==> config.mk <==
export PLATFORM = sky130hd
export DESIGN_NAME = cnn_layer_sequencer
export DESIGN_NICKNAME = d
export VERILOG_FILES = /design/src/rtl/cnn_layer_sequencer_pkg.sv /design/src/rtl/cnn_layer_sequencer_watchdog.sv /design/src/rtl/cnn_layer_sequencer.sv
export SDC_FILE = /design/constraint.sdc
export NUM_CORES = 1
export LEC_CHECK = 0
export ABC_AREA = 0
export BUFFER_PORTS_ARGS = -buffer_cell sky130_fd_sc_hd__buf_2
export CAP_MARGIN = 20
export CORE_ASPECT_RATIO = 0.5
export CORE_MARGIN = 5
export CORE_UTILIZATION = 40
export CTS_CLUSTER_SIZE = 16
export DETAILED_ROUTE_END_ITERATION = 10
export HOLD_SLACK_MARGIN = 0.1
export PLACE_DENSITY = 0.7
export RECOVER_POWER = 100
export SLEW_MARGIN = 20
export SYNTH_ARGS = -nofsm -noshare
export SYNTH_HDL_FRONTEND = slang
export SYNTH_SLANG_ARGS = --single-unit
export TNS_END_PERCENT = 20
==> constraint.sdc <==
create_clock -name clk -period 2.5 [get_ports clk]
set_clock_uncertainty 0.05 [all_clocks]
set_input_delay 0.5 -clock clk [delete_from_list [all_inputs] [get_ports clk]]
set_output_delay 0.5 -clock clk [all_outputs]
set_load 0.1 [all_outputs]
==> src/rtl/cnn_layer_sequencer_pkg.sv <==
// rtl/cnn_layer_sequencer_pkg.sv - shared state encodings and stage constants for the layer sequencer
package cnn_layer_sequencer_pkg;

  typedef enum logic [1:0] {
    ST_IDLE = 2'd0,
    ST_FIRE = 2'd1,
    ST_WAIT = 2'd2,
    ST_DONE = 2'd3
  } seq_state_t;

  localparam int DEF_NUM_STAGES = 5;
  localparam int DEF_TIMEOUT    = 4096;
  localparam int DEF_CNT_W      = 20;

  localparam int STG_CONV1 = 0;
  localparam int STG_POOL1 = 1;
  localparam int STG_CONV2 = 2;
  localparam int STG_POOL2 = 3;
  localparam int STG_FC    = 4;

endpackage

==> src/rtl/cnn_layer_sequencer_watchdog.sv <==
// rtl/cnn_layer_sequencer_watchdog.sv - loadable up/down counter with clear and expiry flag
module seq_watchdog #(
  parameter int           W        = 12,
  parameter logic [W-1:0] TERMINAL = '1
) (
  input  logic         clk,
  input  logic         reset,
  input  logic         clear,
  input  logic         load,
  input  logic [W-1:0] load_value,
  input  logic         enable,
  input  logic         up,
  output logic         expired
);

  logic [W-1:0] count;

  always_ff @(posedge clk) begin
    if (reset || clear) begin
      count <= '0;
    end else if (load) begin
      count <= load_value;
    end else if (enable) begin
      count <= up ? count + 1'b1 : count - 1'b1;
    end
  end

  // Up-counting expires on TERMINAL, down-counting on zero.
  assign expired = up ? (count == TERMINAL) : (count == '0);

endmodule

==> src/rtl/cnn_layer_sequencer.sv <==
// rtl/cnn_layer_sequencer.sv - frame-level scheduler firing each CNN stage in turn with a per-stage watchdog
module cnn_layer_sequencer
  import cnn_layer_sequencer_pkg::*;
#(
  parameter int NUM_STAGES = DEF_NUM_STAGES,
  parameter int TIMEOUT    = DEF_TIMEOUT,
  parameter int CNT_W      = DEF_CNT_W,
  localparam int IDX_W     = (NUM_STAGES > 1) ? $clog2(NUM_STAGES) : 1
) (
  input  logic                  clk,
  input  logic                  reset,
  input  logic                  start_flag,
  input  logic [NUM_STAGES-1:0] stage_end,
  output logic [NUM_STAGES-1:0] stage_start,
  output logic                  busy,
  output logic [IDX_W-1:0]      stage_idx,
  output logic                  end_flag,
  output logic                  error,
  output logic [CNT_W-1:0]      frame_cycles
);

  localparam int               WD_W     = (TIMEOUT > 2) ? $clog2(TIMEOUT) : 1;
  localparam logic [IDX_W-1:0] LAST_IDX = IDX_W'(NUM_STAGES - 1);

  seq_state_t       state, state_next;
  logic [IDX_W-1:0] idx_next;
  logic [CNT_W-1:0] frame_cnt, cnt_inc;
  logic             accept, fire, done, timeout;
  logic             wd_clear, wd_en, wd_expired;

  seq_watchdog #(
    .W        (WD_W),
    .TERMINAL (WD_W'(TIMEOUT - 1))
  ) u_watchdog (
    .clk        (clk),
    .reset      (reset),
    .clear      (wd_clear),
    .load       (1'b0),
    .load_value ('0),
    .enable     (wd_en),
    .up         (1'b1),
    .expired    (wd_expired)
  );

  assign cnt_inc = (&frame_cnt) ? frame_cnt : frame_cnt + 1'b1;

  always_comb begin
    state_next = state;
    idx_next   = stage_idx;
    accept     = 1'b0;
    fire       = 1'b0;
    done       = 1'b0;
    timeout    = 1'b0;
    wd_clear   = 1'b0;
    wd_en      = 1'b0;
    unique case (state)
      ST_IDLE: begin
        if (start_flag) begin
          accept     = 1'b1;
          idx_next   = '0;
          state_next = ST_FIRE;
        end
      end
      ST_FIRE: begin
        fire       = 1'b1;
        wd_clear   = 1'b1;
        state_next = ST_WAIT;
      end
      ST_WAIT: begin
        wd_en = 1'b1;
        // A matching end on the final watchdog cycle still counts as success.
        if (stage_end[stage_idx]) begin
          if (stage_idx == LAST_IDX) begin
            state_next = ST_DONE;
          end else begin
            idx_next   = stage_idx + 1'b1;
            state_next = ST_FIRE;
          end
        end else if (wd_expired) begin
          timeout    = 1'b1;
          state_next = ST_IDLE;
        end
      end
      ST_DONE: begin
        done       = 1'b1;
        state_next = ST_IDLE;
      end
      default: state_next = ST_IDLE;
    endcase
  end

  always_ff @(posedge clk) begin
    if (reset) begin
      state        <= ST_IDLE;
      stage_idx    <= '0;
      stage_start  <= '0;
      end_flag     <= 1'b0;
      busy         <= 1'b0;
      error        <= 1'b0;
      frame_cnt    <= '0;
      frame_cycles <= '0;
    end else begin
      state       <= state_next;
      stage_idx   <= idx_next;
      stage_start <= fire ? (NUM_STAGES'(1) << stage_idx) : '0;
      end_flag    <= done;
      frame_cnt   <= accept ? '0 : (busy ? cnt_inc : frame_cnt);
      // The end_flag cycle is still busy, so the latched count includes it.
      if (end_flag) begin
        busy         <= 1'b0;
        frame_cycles <= cnt_inc;
      end
      if (timeout) begin
        busy  <= 1'b0;
        error <= 1'b1;
      end
      if (accept) begin
        busy  <= 1'b1;
        error <= 1'b0;
      end
    end
  end

endmodule

## After elaboration in Yosys (flattened, before gate mapping)

Cells that the tools add are included.

| storage, ports and cells | value |
|---|---|
| register bits after elaboration | 65 |
| bits of input ports | 8 |
| output and inout bits | 31 |
| logic and storage cells | 56 |

| cells by class | value |
|---|---|
| add/subtract/negate cells | 3 |
| order comparisons | 1 |
| eq/ne operators | 9 |
| shift operators | 1 |
| muxes and demuxes | 23 |
| bitwise operators | 1 |
| reductions and logical operators | 9 |

Operators with widths:

| kind | count |
|---|---|
| 20-bit by 1-bit adder with 20-bit output (second input constant) | 1 |
| 20-bit 2-to-1 mux | 1 |
| 20-bit AND reduction | 1 |
| 12-bit by 1-bit adder with 12-bit output (second input constant) | 1 |
| 12-bit == test (second input constant) | 1 |
| 1-bit 2-to-1 mux | 12 |
| 3-bit 2-to-1 mux | 3 |
| 2-bit 2-to-1 mux | 4 |
| 2-bit one-hot mux with 4 select lines | 1 |
| 2-bit != test (second input constant) | 3 |
| 3-bit one-hot mux with 2 select lines | 1 |
| 1-bit by 3-bit << shifter with 5-bit output (first input constant) | 1 |
| 2-bit == test (second input constant) | 2 |
| 3-bit by 4-bit less-than comparator with 1-bit output (second input constant) | 1 |
| 4-bit AND reduction | 1 |
| 2-bit OR reduction | 2 |
| 3-bit by 1-bit adder with 3-bit output (second input constant) | 1 |
| 1-bit binary-select mux with 3-bit select | 1 |
| 3-bit == test (second input constant) | 1 |
| 3-bit by 2-bit != test with 1-bit output (second input constant) | 1 |
| 3-bit nonzero test | 1 |
| 2-bit by 1-bit == test with 1-bit output (second input constant) | 1 |
| 2-bit zero test | 1 |
| 2-bit AND reduction | 1 |
| other kinds (3) | 3 |

## Logic depth before layout (Yosys ltp)

Gate-level depths: netlist of run 1.

| depth | value |
|---|---|
| depth after elaboration | 6 |
| gate-level depth with buffers | 8 |
| depth with buffers taken out | 7 |

## Cells and area by module

Synthesis of run 1 repeated with hierarchy kept, for this count alone.

| second synthesis, totals | value |
|---|---|
| cells, all modules | 448 |
| area, all modules | 3732.3 um^2 |

By module, submodules not included:

| module | times used | cells an instance | area each (um^2) | sequential area each (um^2) |
|---|---|---|---|---|
| cnn_layer_sequencer | 1 | 318 | 2677.6 | 1061.0 |
| seq_watchdog | 1 | 130 | 1054.8 | 240.2 |

## Worst setup path before layout of run 1

OpenSTA, ideal clock, no wires.

| path | value |
|---|---|
| path type | reg2reg |
| start point | reg stage_idx[1] |
| end point | reg stage_idx[2] |
| setup time | 132 ps |
| arrival time | 2330 ps |
| data required time | 2318 ps |
| path slack | -12 ps |
| stages on the path, launching flop included | 8 |
| buffers on the path | 1 |
| period minus slack after synthesis | 2512 ps |
| cells stage by stage | dfxtp_1 -> clkbuf_1 -> inv_1 -> ha_1 -> and3_1 -> or3_1 -> o21ai_0 -> a21oi_1 |

| between the ends | value |
|---|---|
| cells in the longest elaborated chain, start to end | 4 |
| elaborated cells on any way between the ends | 10 |
| those cells by class | add/sub: 1; eq/ne: 3; mux: 5; reduce/logical: 1 |

Ends and longest elaborated chain:

| what | line | source |
|---|---|---|
| from (decl) | cnn_layer_sequencer.sv:16 | `output logic [IDX_W-1:0] stage_idx,` |
| from (signal assigned) | cnn_layer_sequencer.sv:104 | `stage_idx <= idx_next;` |
| 3-bit by 1-bit adder with 3-bit output / 1-bit binary-select mux with 3-bit select (equally long branches) | cnn_layer_sequencer.sv:76, cnn_layer_sequencer.sv:72 |  |
| 3-bit 2-to-1 mux / 1-bit 2-to-1 mux (equally long branches) | cnn_layer_sequencer.sv:73, cnn_layer_sequencer.sv:72 |  |
| 3-bit 2-to-1 mux / 2-bit != test (equally long branches) | -- |  |
| 3-bit one-hot mux with 2 select lines / 4-bit AND reduction (equally long branches) | -- |  |

Parallel ways exist; a longest one is shown, timed or not. The select of a mux whose other input is x is not followed.
A chain may end at the register's enable or synchronous reset.

## Worst setup path after layout of run 1

| path | value |
|---|---|
| start point | reg end_flag |
| end point | out end_flag |

RTL lines:

| what | line | source |
|---|---|---|
| from (decl) | cnn_layer_sequencer.sv:17 | `output logic end_flag,` |
| from (signal assigned) | cnn_layer_sequencer.sv:106 | `end_flag <= done;` |

No word-level cell between the ends.

==> results of run 1 <==
synthesized netlist by cell type (all sizes together), types with 8 or more instances:
library cell,number,share of area
nand2b,11,0.021
or4,8,0.020
nand2,30,0.035
o21ai,16,0.026
nor2,44,0.051
o211ai,8,0.018
clkbuf,16,0.018
dfxtp,65,0.40
nor3,13,0.020
a21oi,21,0.033
buf,9,0.018
or3,9,0.017
nand3,19,0.031
nand4,12,0.030
xor2,15,0.040
worst paths after layout:
check,endpoint,depth (start not counted),slack (ns),startpoint
hold / removal,error,1,0.41,error
hold reg to reg,error,1,0.41,error
setup / recovery,end_flag,1,0.21,end_flag
setup reg to reg,frame_cycles[0],6,0.26,frame_cnt[0]
registers in the layout, summed over array words and instances, names as in the netlist, 2 cells and up:
| name | count |
|---|---|
| stage_start | 5 |
| state | 2 |
| stage_idx | 3 |
| frame_cnt | 20 |
| u_watchdog.count | 12 |
| frame_cycles | 20 |
cells by family (layout without fill, tap and decap cells):
group / Yosys count / after routing / synth area share
AND/OR/NAND/NOR: 186 / 186 / 0.315
AO/OA/AOI/OAI: 71 / 71 / 0.142
multiplexers: 7 / 7 / 0.0223
XOR/XNOR: 22 / 22 / 0.0593
adder cells (fa/ha/maj): 4 / 4 / 0.0154
flip-flops: 65 / 65 / 0.400
buffers and inverters: 32 / 74 / 0.0450
layer usage:
metal | global-route usage | vias to the layer above | wire length (um)
li1 | - | 1470 | -
met1 | 0.190 | 1300 | 3460
met2 | 0.248 | 71 | 3400
met3 | 0.0534 | 17 | 417
met4 | 0.0653 | 0 | 130
met5 | 0 | - | 0
per-stage QoR:
step	setup slack (ns)	hold slack, ns	total power [mW]
2_1_floorplan	0.112	0.400	1.23
3_3_place_gp	0.359	0.397	1.26
3_5_place_dp	0.282	0.402	1.26
4_1_cts	0.256	0.415	2.56
5_1_grt	0.117	0.447	2.61
6_report	0.208	0.410	2.53
power by group through the flow:
stage               clock network, mW  registers (mW)  logic (mW)
floorplan                           0            1.14      0.0900
global placement                    0            1.09       0.176
detailed placement                  0            1.09       0.177
CTS                              1.31            1.07       0.178
global route                     1.35            1.07       0.187
finish                           1.29            1.07       0.174
final cells by class:
cell class              count  area share
inverters                   7     0.00689
multi-input cells         290       0.471
clock buffers              14      0.0718
well taps                 112      0.0367
flip-flops and latches     65       0.341
repair buffers             51      0.0630
clock inverters             2     0.00918
cell usage in the layout (no fill, tap or decap), types with 2 or more instances in the layout:
master     instances
buf_4             10
nor4_1             5
ha_1               4
nand2b_1          11
clkbuf_8           3
clkbuf_16          9
or3_1              9
a31o_2             3
a311oi_1           5
o211ai_1           8
xnor2_1            7
clkbuf_1          34
buf_2              6
and2_1             3
nor3_1            13
dfxtp_1           64
o21ai_0           15
clkbuf_2           3
a31oi_1            4
mux2_2             2
nor2_1            44
mux2i_1            5
xor2_1            15
nand4_1           10
or2_2              4
and4_1             4
nor2b_1            4
o21a_1             2
a21oi_1           20
a211oi_1           6
nor3b_1            7
or4_1              7
inv_1              7
nand2_1           30
nand3_1           19
and3_1             7
==> results.cfg, run 1 <==
[outcome]
run_status = complete, no violations

[pwr]
cellPowerDensity_mw_per_mm2 = 662
p_sw_frac = 0.231
p_switching_uw = 583
vdd_drop_max_uv = 276
p_comb_frac = 0.069
p_leak_nw = 1.30
pwr-share-clk = 0.509
p_seq_frac = 0.422
p_int_mw = 1.94

[clock_tree]
root_buffer = clkbuf_16
clk_pin_slew_worst_paths_ns = 0.05
cts_hold_buf = 0
cts_setup_buffers = 0
clock_sinks = 65
cts_tree = built
cts.htree.levels = 3
clock_latency_ns = 0.33
clockBufferDepth = 2
cts_buffers = 9
post_cts_resized = 0

[worst_setup_path]
cp-end-kind = output port
worstSetupPathType = reg -> out
setup.worst_path.start_class = flop
critPathMaxStageDelay_ns = 0.83
cp_slowest_cell = dfxtp_1
cpLargestDelayFamily = flip-flops
crit_buf_inv = 1
path_cells = clkbuf_2
crit_fanout = 21
crit_required_ns = 1.95
crit_arrival_ns = 1.74

[global_routing]
antenna_found_initial = 0
grt_pass1_vias = 2601
grt_usage = 0.154
grt_pass1_wl_mm = 12.2
grt-ovfl-total = 0
grt_max_degree = 23

[timing]
timing.final.hold_violations = 0
rsz0062_at_grt = false
period_minus_slack_ns = 2.29
setup_violations = 0
setup_tns_ns = 0
tightest_slew_ns = 1.18
fin_crit_sh = 0.917
slew_viol_final = 0
clock.fmax_mhz = 436
maxSlewHeadroom = 0.214

[place]
dp_hpwl_mm = 5.17
io_buffers = 38
dp.cells = 525
gp_congestion = 0.885
dpl-instance-area_mm2 = 0.00357

[finish]
layout-drive-gt1-share = 0.119
syn2layout_area_growth_pct = 17.4
final_area_mm2 = 0.00382
fillCellCount = 767
n_antenna_cell = 0
multiInputGateArea_mm2 = 0.00180
fin_cells = 541
seq_area_mm2 = 0.00130
final_util = 0.479
final_nets = 436

[floorplanning]
rows = 23
io_pins = 39
dieArea_mm2 = 0.0101
die_w_um = 137
core_mm2 = 0.00797
start_util = 0.408
die_h_um = 73.7

[min_path]
hp-class = reg -> reg

[logic_synthesis]
avgSynthCellArea_um2 = 8.40
yosysUniqueCellTypes = 52
syn_area_mm2 = 0.00325
seq_area_frac_synth = 0.400
ys_warn_count = 0
synth-seq-cells = 65
synth_edf_count = 0
synthArstFlopShare = 0
syn-num-nets = 399
syn_inst = 387
synth_ff_type = dfxtp_1

[route]
drt_wl_total_mm = 7.41
ant_nets = 0
dr.pass1.iters = 4
drt_iter0_drc = 142
wl_per_cell_um = 13.7
num_vias = 2858
drc = 0
via_per_inst = 5.28

[run]
cap_viol_max_count = 0
(Power assumes the default switching activity.)
==> run 2: changes to the inputs <==
--- a/config.mk
+++ b/config.mk
@@ -6,15 +6,15 @@
 export NUM_CORES = 1
 export LEC_CHECK = 0
 export ABC_AREA = 0
-export BUFFER_PORTS_ARGS = -buffer_cell sky130_fd_sc_hd__buf_2
 export CAP_MARGIN = 20
 export CORE_ASPECT_RATIO = 0.5
 export CORE_MARGIN = 5
 export CORE_UTILIZATION = 40
 export CTS_CLUSTER_SIZE = 16
 export DETAILED_ROUTE_END_ITERATION = 10
+export DONT_BUFFER_PORTS = 1
 export HOLD_SLACK_MARGIN = 0.1
-export PLACE_DENSITY = 0.7
+export PLACE_DENSITY = 0.66
 export RECOVER_POWER = 100
 export SLEW_MARGIN = 20
 export SYNTH_ARGS = -nofsm -noshare
==> run 2 against run 1 <==
Effect of this change: highest routed layer unchanged; die area stayed put; core utilization is 0.53 points lower; cell area down 1.1%; critical path type is now reg -> reg; first-iteration DRC count decreased by 4.2%.
==> results.cfg, run 2 (synthesis results as in run 1) <==
[outcome]
run_status = complete, no violations

[global_routing]
grt_max_degree = 37
grt_pass1_wl_mm = 13.1
grt-ovfl-total = 0
grt_pass1_vias = 2791
antenna_found_initial = 0
grt_usage = 0.164

[run]
cap_viol_max_count = 0

[route]
wl_per_cell_um = 14.1
num_vias = 2865
drt_wl_total_mm = 7.45
drc = 0
ant_nets = 0
via_per_inst = 5.41
dr.pass1.iters = 4
drt_iter0_drc = 136

[finish]
syn2layout_area_growth_pct = 16.1
mostFrequentLayoutCells = dfxtp_1 (65), nor2_1 (44), nand2_1 (30)
fin_cells = 530
final_nets = 425
layout-drive-gt1-share = 0.108
n_antenna_cell = 0
reg_top3 = frame_cnt x20, frame_cycles x20, u_watchdog.count x12
final_common_cell = dfxtp_1

[clock_tree]
post_cts_resized = 0
cts_setup_buffers = 0
clk_pin_slew_worst_paths_ns = 0.05
cts.htree.levels = 3
cts_buffers = 9
cts_tree = built
clockBufferDepth = 2
clock_sinks = 65
clock_latency_ns = 0.33
root_buffer = clkbuf_16
cts_hold_buf = 0

[worst_setup_path]
crit_arrival_ns = 2.41
worstSetupPathType = reg -> reg
crit_required_ns = 2.67
setup.worst_path.start_class = flop
cp-end-kind = flop
crit_fanout = 8

[min_path]
hp-class = in -> reg

[place]
gp_congestion = 0.878
dp_hpwl_mm = 5.21
dp.cells = 514
io_buffers = 0

[timing]
slew_viol_final = 0
fin_crit_sh = 0.897
setup_violations = 0
whs_ns = 0.180
period_minus_slack_ns = 2.24
rsz0062_at_grt = false
setup_tns_ns = 0
timing.final.hold_violations = 0
clock.fmax_mhz = 446
tightest_slew_ns = 1.24
maxSlewHeadroom = 0.175

[floorplanning]
start_util = 0.408
die_w_um = 137
die_h_um = 73.7
core_mm2 = 0.00797
dieArea_mm2 = 0.0101
rows = 23
io_pins = 39

[pwr]
p_leak_nw = 1.27
vdd_drop_max_uv = 304
cellPowerDensity_mw_per_mm2 = 661
p_total_mw = 2.49
run 2: changes by cell type in the layout (fill, tap and decap cells not counted), moves of 2 or more:
| cell | before | now |
|---|---|---|
| buf_2 | 6 | 0 |
| clkbuf_1 | 34 | 27 |
| buf_4 | 10 | 8 |
| clkbuf_8 | 3 | 6 |
run 2: cell type report:
| cell class | count | area (um2) |
|---|---|---|
| fillers | 808 | 4200 |
| multi-input cells | 290 | 1790 |
| flip-flops and latches | 65 | 1300 |
| clock buffers | 15 | 308 |
| repair buffers | 40 | 201 |
| well taps | 112 | 140 |
| inverters | 7 | 26.3 |
| clock inverters | 1 | 5.00 |
run 2: worst max-delay path: stages (launching register included):
cell and delay [ns]:
dfxtp_1 0.45, ha_1 0.27, nand4_1 0.22, nor4_4 0.34, and2_1 0.34, nor4b_1 0.09, or3_1 0.36
run 2: final timing paths:
| path | startpoint | end | slack (ns) | depth (start not counted) |
|---|---|---|---|---|
| worst max-delay path | frame_cnt[0] | frame_cycles[0] | 0.26 | 6 |
| worst min-delay path | reset | frame_cycles[7] | 0.18 | 1 |
| worst max register to register | frame_cnt[0] | frame_cycles[0] | 0.26 | 6 |
| worst min register to register | u_watchdog.count[1] | u_watchdog.count[1] | 0.43 | 2 |
run 2: metrics by stage:
stage,setup WS (ns),utilization,area (um2)
2_1_floorplan,0.112,-,3250
3_3_place_gp,0.371,0.450,3590
3_5_place_dp,0.321,0.450,3590
4_1_cts,0.304,0.489,3900
5_1_grt,0.0729,0.473,3770
6_report,0.258,0.473,3770
run 2: where the power goes:
group	switching [mW]	internal, mW
logic	0.112	0.0375
clock network	0.440	0.831
registers	0.0233	1.05
total	0.575	1.92
run 2: metal layers:
metal / GRT usage / wire (um)
met5: 0 / 0
met4: 0.0697 / 160
met3: 0.0609 / 542
met2: 0.265 / 3350
met1: 0.198 / 3400
==> run 3: changes to the inputs <==
==> constraint.sdc (replaced) <==
create_clock -name clk -period 2.6 [get_ports clk]
set_clock_uncertainty 0.05 [all_clocks]
set_input_delay 0.52 -clock clk [delete_from_list [all_inputs] [get_ports clk]]
set_output_delay 0.52 -clock clk [all_outputs]
set_load 0.1 [all_outputs]
==> run 3 against run 2 <==
Effect of this change: sequential share of layout area is 0.60 points higher; combinational power hardly changed; critical path depth stayed put; clock-buffer cell count is 1 lower; non-clock buffer count is 3 lower; core utilization is 0.82 points lower; sequential power is 4% lower; via count is 2.9% lower; sequential cell count stayed put; worst setup slack worse by 0.039 ns; cell count is 0.57% lower; global-route usage is 1.5 points lower.
==> results.cfg, run 3 (synthesis results as in run 1) <==
[clock_tree]
root_buffer = clkbuf_16
cts_tree = built
cts.htree.levels = 3
clock_latency_ns = 0.33
cts_hold_buf = 0
clockBufferDepth = 2
clk_pin_slew_worst_paths_ns = 0.05
cts_buffers = 9
cts_setup_buffers = 0
clock_sinks = 65
post_cts_resized = 0

[global_routing]
grt_usage = 0.149
grt_pass1_vias = 2536
grt-ovfl-total = 0
grt_pass1_wl_mm = 11.8
antenna_found_initial = 0
grt_max_degree = 37

[min_path]
hp-class = in -> reg

[route]
wl_per_cell_um = 13.5
drt_wl_total_mm = 7.13
dr.pass1.iters = 4
via_per_inst = 5.28
num_vias = 2782
ant_nets = 0
drc = 0
drt_iter0_drc = 155

[timing]
rsz0062_at_grt = false
maxSlewHeadroom = 0.0355
tightest_slew_ns = 1.44
period_minus_slack_ns = 2.38
timing.final.hold_violations = 0
fin_crit_sh = 0.916
slew_viol_final = 0
clock.fmax_mhz = 420
setup_tns_ns = 0
setup_violations = 0

[pwr]
p_leak_nw = 1.23
cellPowerDensity_mw_per_mm2 = 629
vdd_drop_max_uv = 416
p_total_mw = 2.33

[worst_setup_path]
crit_fanout = 8
cp-end-kind = flop
worstSetupPathType = reg -> reg
crit_arrival_ns = 2.54
crit_required_ns = 2.76
setup.worst_path.start_class = flop

[finish]
fillCellCount = 758
multiInputGateArea_mm2 = 0.00179
reg_top3 = frame_cnt x20, frame_cycles x20, u_watchdog.count x12
layout-drive-gt1-share = 0.0916
n_antenna_cell = 0
seq_area_mm2 = 0.00130
mostFrequentLayoutCells = dfxtp_1 (65), nor2_1 (44), nand2_1 (30), clkbuf_1 (30), a21oi_1 (20)
final_nets = 422
syn2layout_area_growth_pct = 14.1
final_common_cell = dfxtp_1

[run]
cap_viol_max_count = 0

[floorplanning]
io_pins = 39
die_w_um = 137
dieArea_mm2 = 0.0101
die_h_um = 73.7
rows = 23
core_mm2 = 0.00797
start_util = 0.408

[place]
dp_hpwl_mm = 5.09
io_buffers = 0
gp_congestion = 0.870

[outcome]
run_status = complete, no violations
run 3: critical path, stage by stage (launching register included):
cell     delay (ns)
dfxtp_1        0.46
ha_1           0.22
nand4_1        0.21
nor4_4         0.49
and2_1         0.38
nor4b_1        0.09
or3_1          0.36
run 3: worst paths after layout:
path | startpoint | to | slack, ns | cells past startpoint
worst max register to register | frame_cnt[0] | frame_cycles[0] | 0.22 | 6
worst min register to register | frame_cycles[6] | frame_cycles[6] | 0.43 | 2
worst min-delay path | reset | frame_cycles[4] | 0.21 | 1
worst max-delay path | frame_cnt[0] | frame_cycles[0] | 0.22 | 6
run 3: final cells by class:
class	count	area share
Inverter	7	0.00709
Sequential cell	65	0.351
Tap cell	112	0.0378
Clock inverter	2	0.00270
Timing Repair Buffer	37	0.0428
Clock buffer	14	0.0766
Multi-Input combinational cell	290	0.482
run 3: routing by layer:
metal / GRT usage / up-vias / part of all wire
li1: - / 1437 / -
met1: 0.185 / 1287 / 0.48
met2: 0.240 / 54 / 0.46
met3: 0.0595 / 4 / 0.060
met4: 0.0431 / 0 / 0.0080
met5: 0 / - / 0
run 3: report_power, final:
part	switching (mW)	total (mW)	internal (mW)	leakage [nW]
Clock	0.410	1.16	0.745	0.149
Combinational	0.111	0.146	0.0356	0.555
Sequential	0.0200	1.03	1.01	0.525
run 3: per-stage QoR:
step           hold WS, ns  instance area [um2]   util  setup WS, ns  instances
2_1_floorplan        0.400                 3250      -        0.0882        387
3_3_place_gp         0.422                 3550  0.445         0.361        511
3_5_place_dp         0.424                 3550  0.445         0.258        511
4_1_cts              0.195                 3840  0.482         0.272        527
5_1_grt              0.197                 3710  0.465         0.124        527
6_report             0.208                 3710  0.465         0.219        527
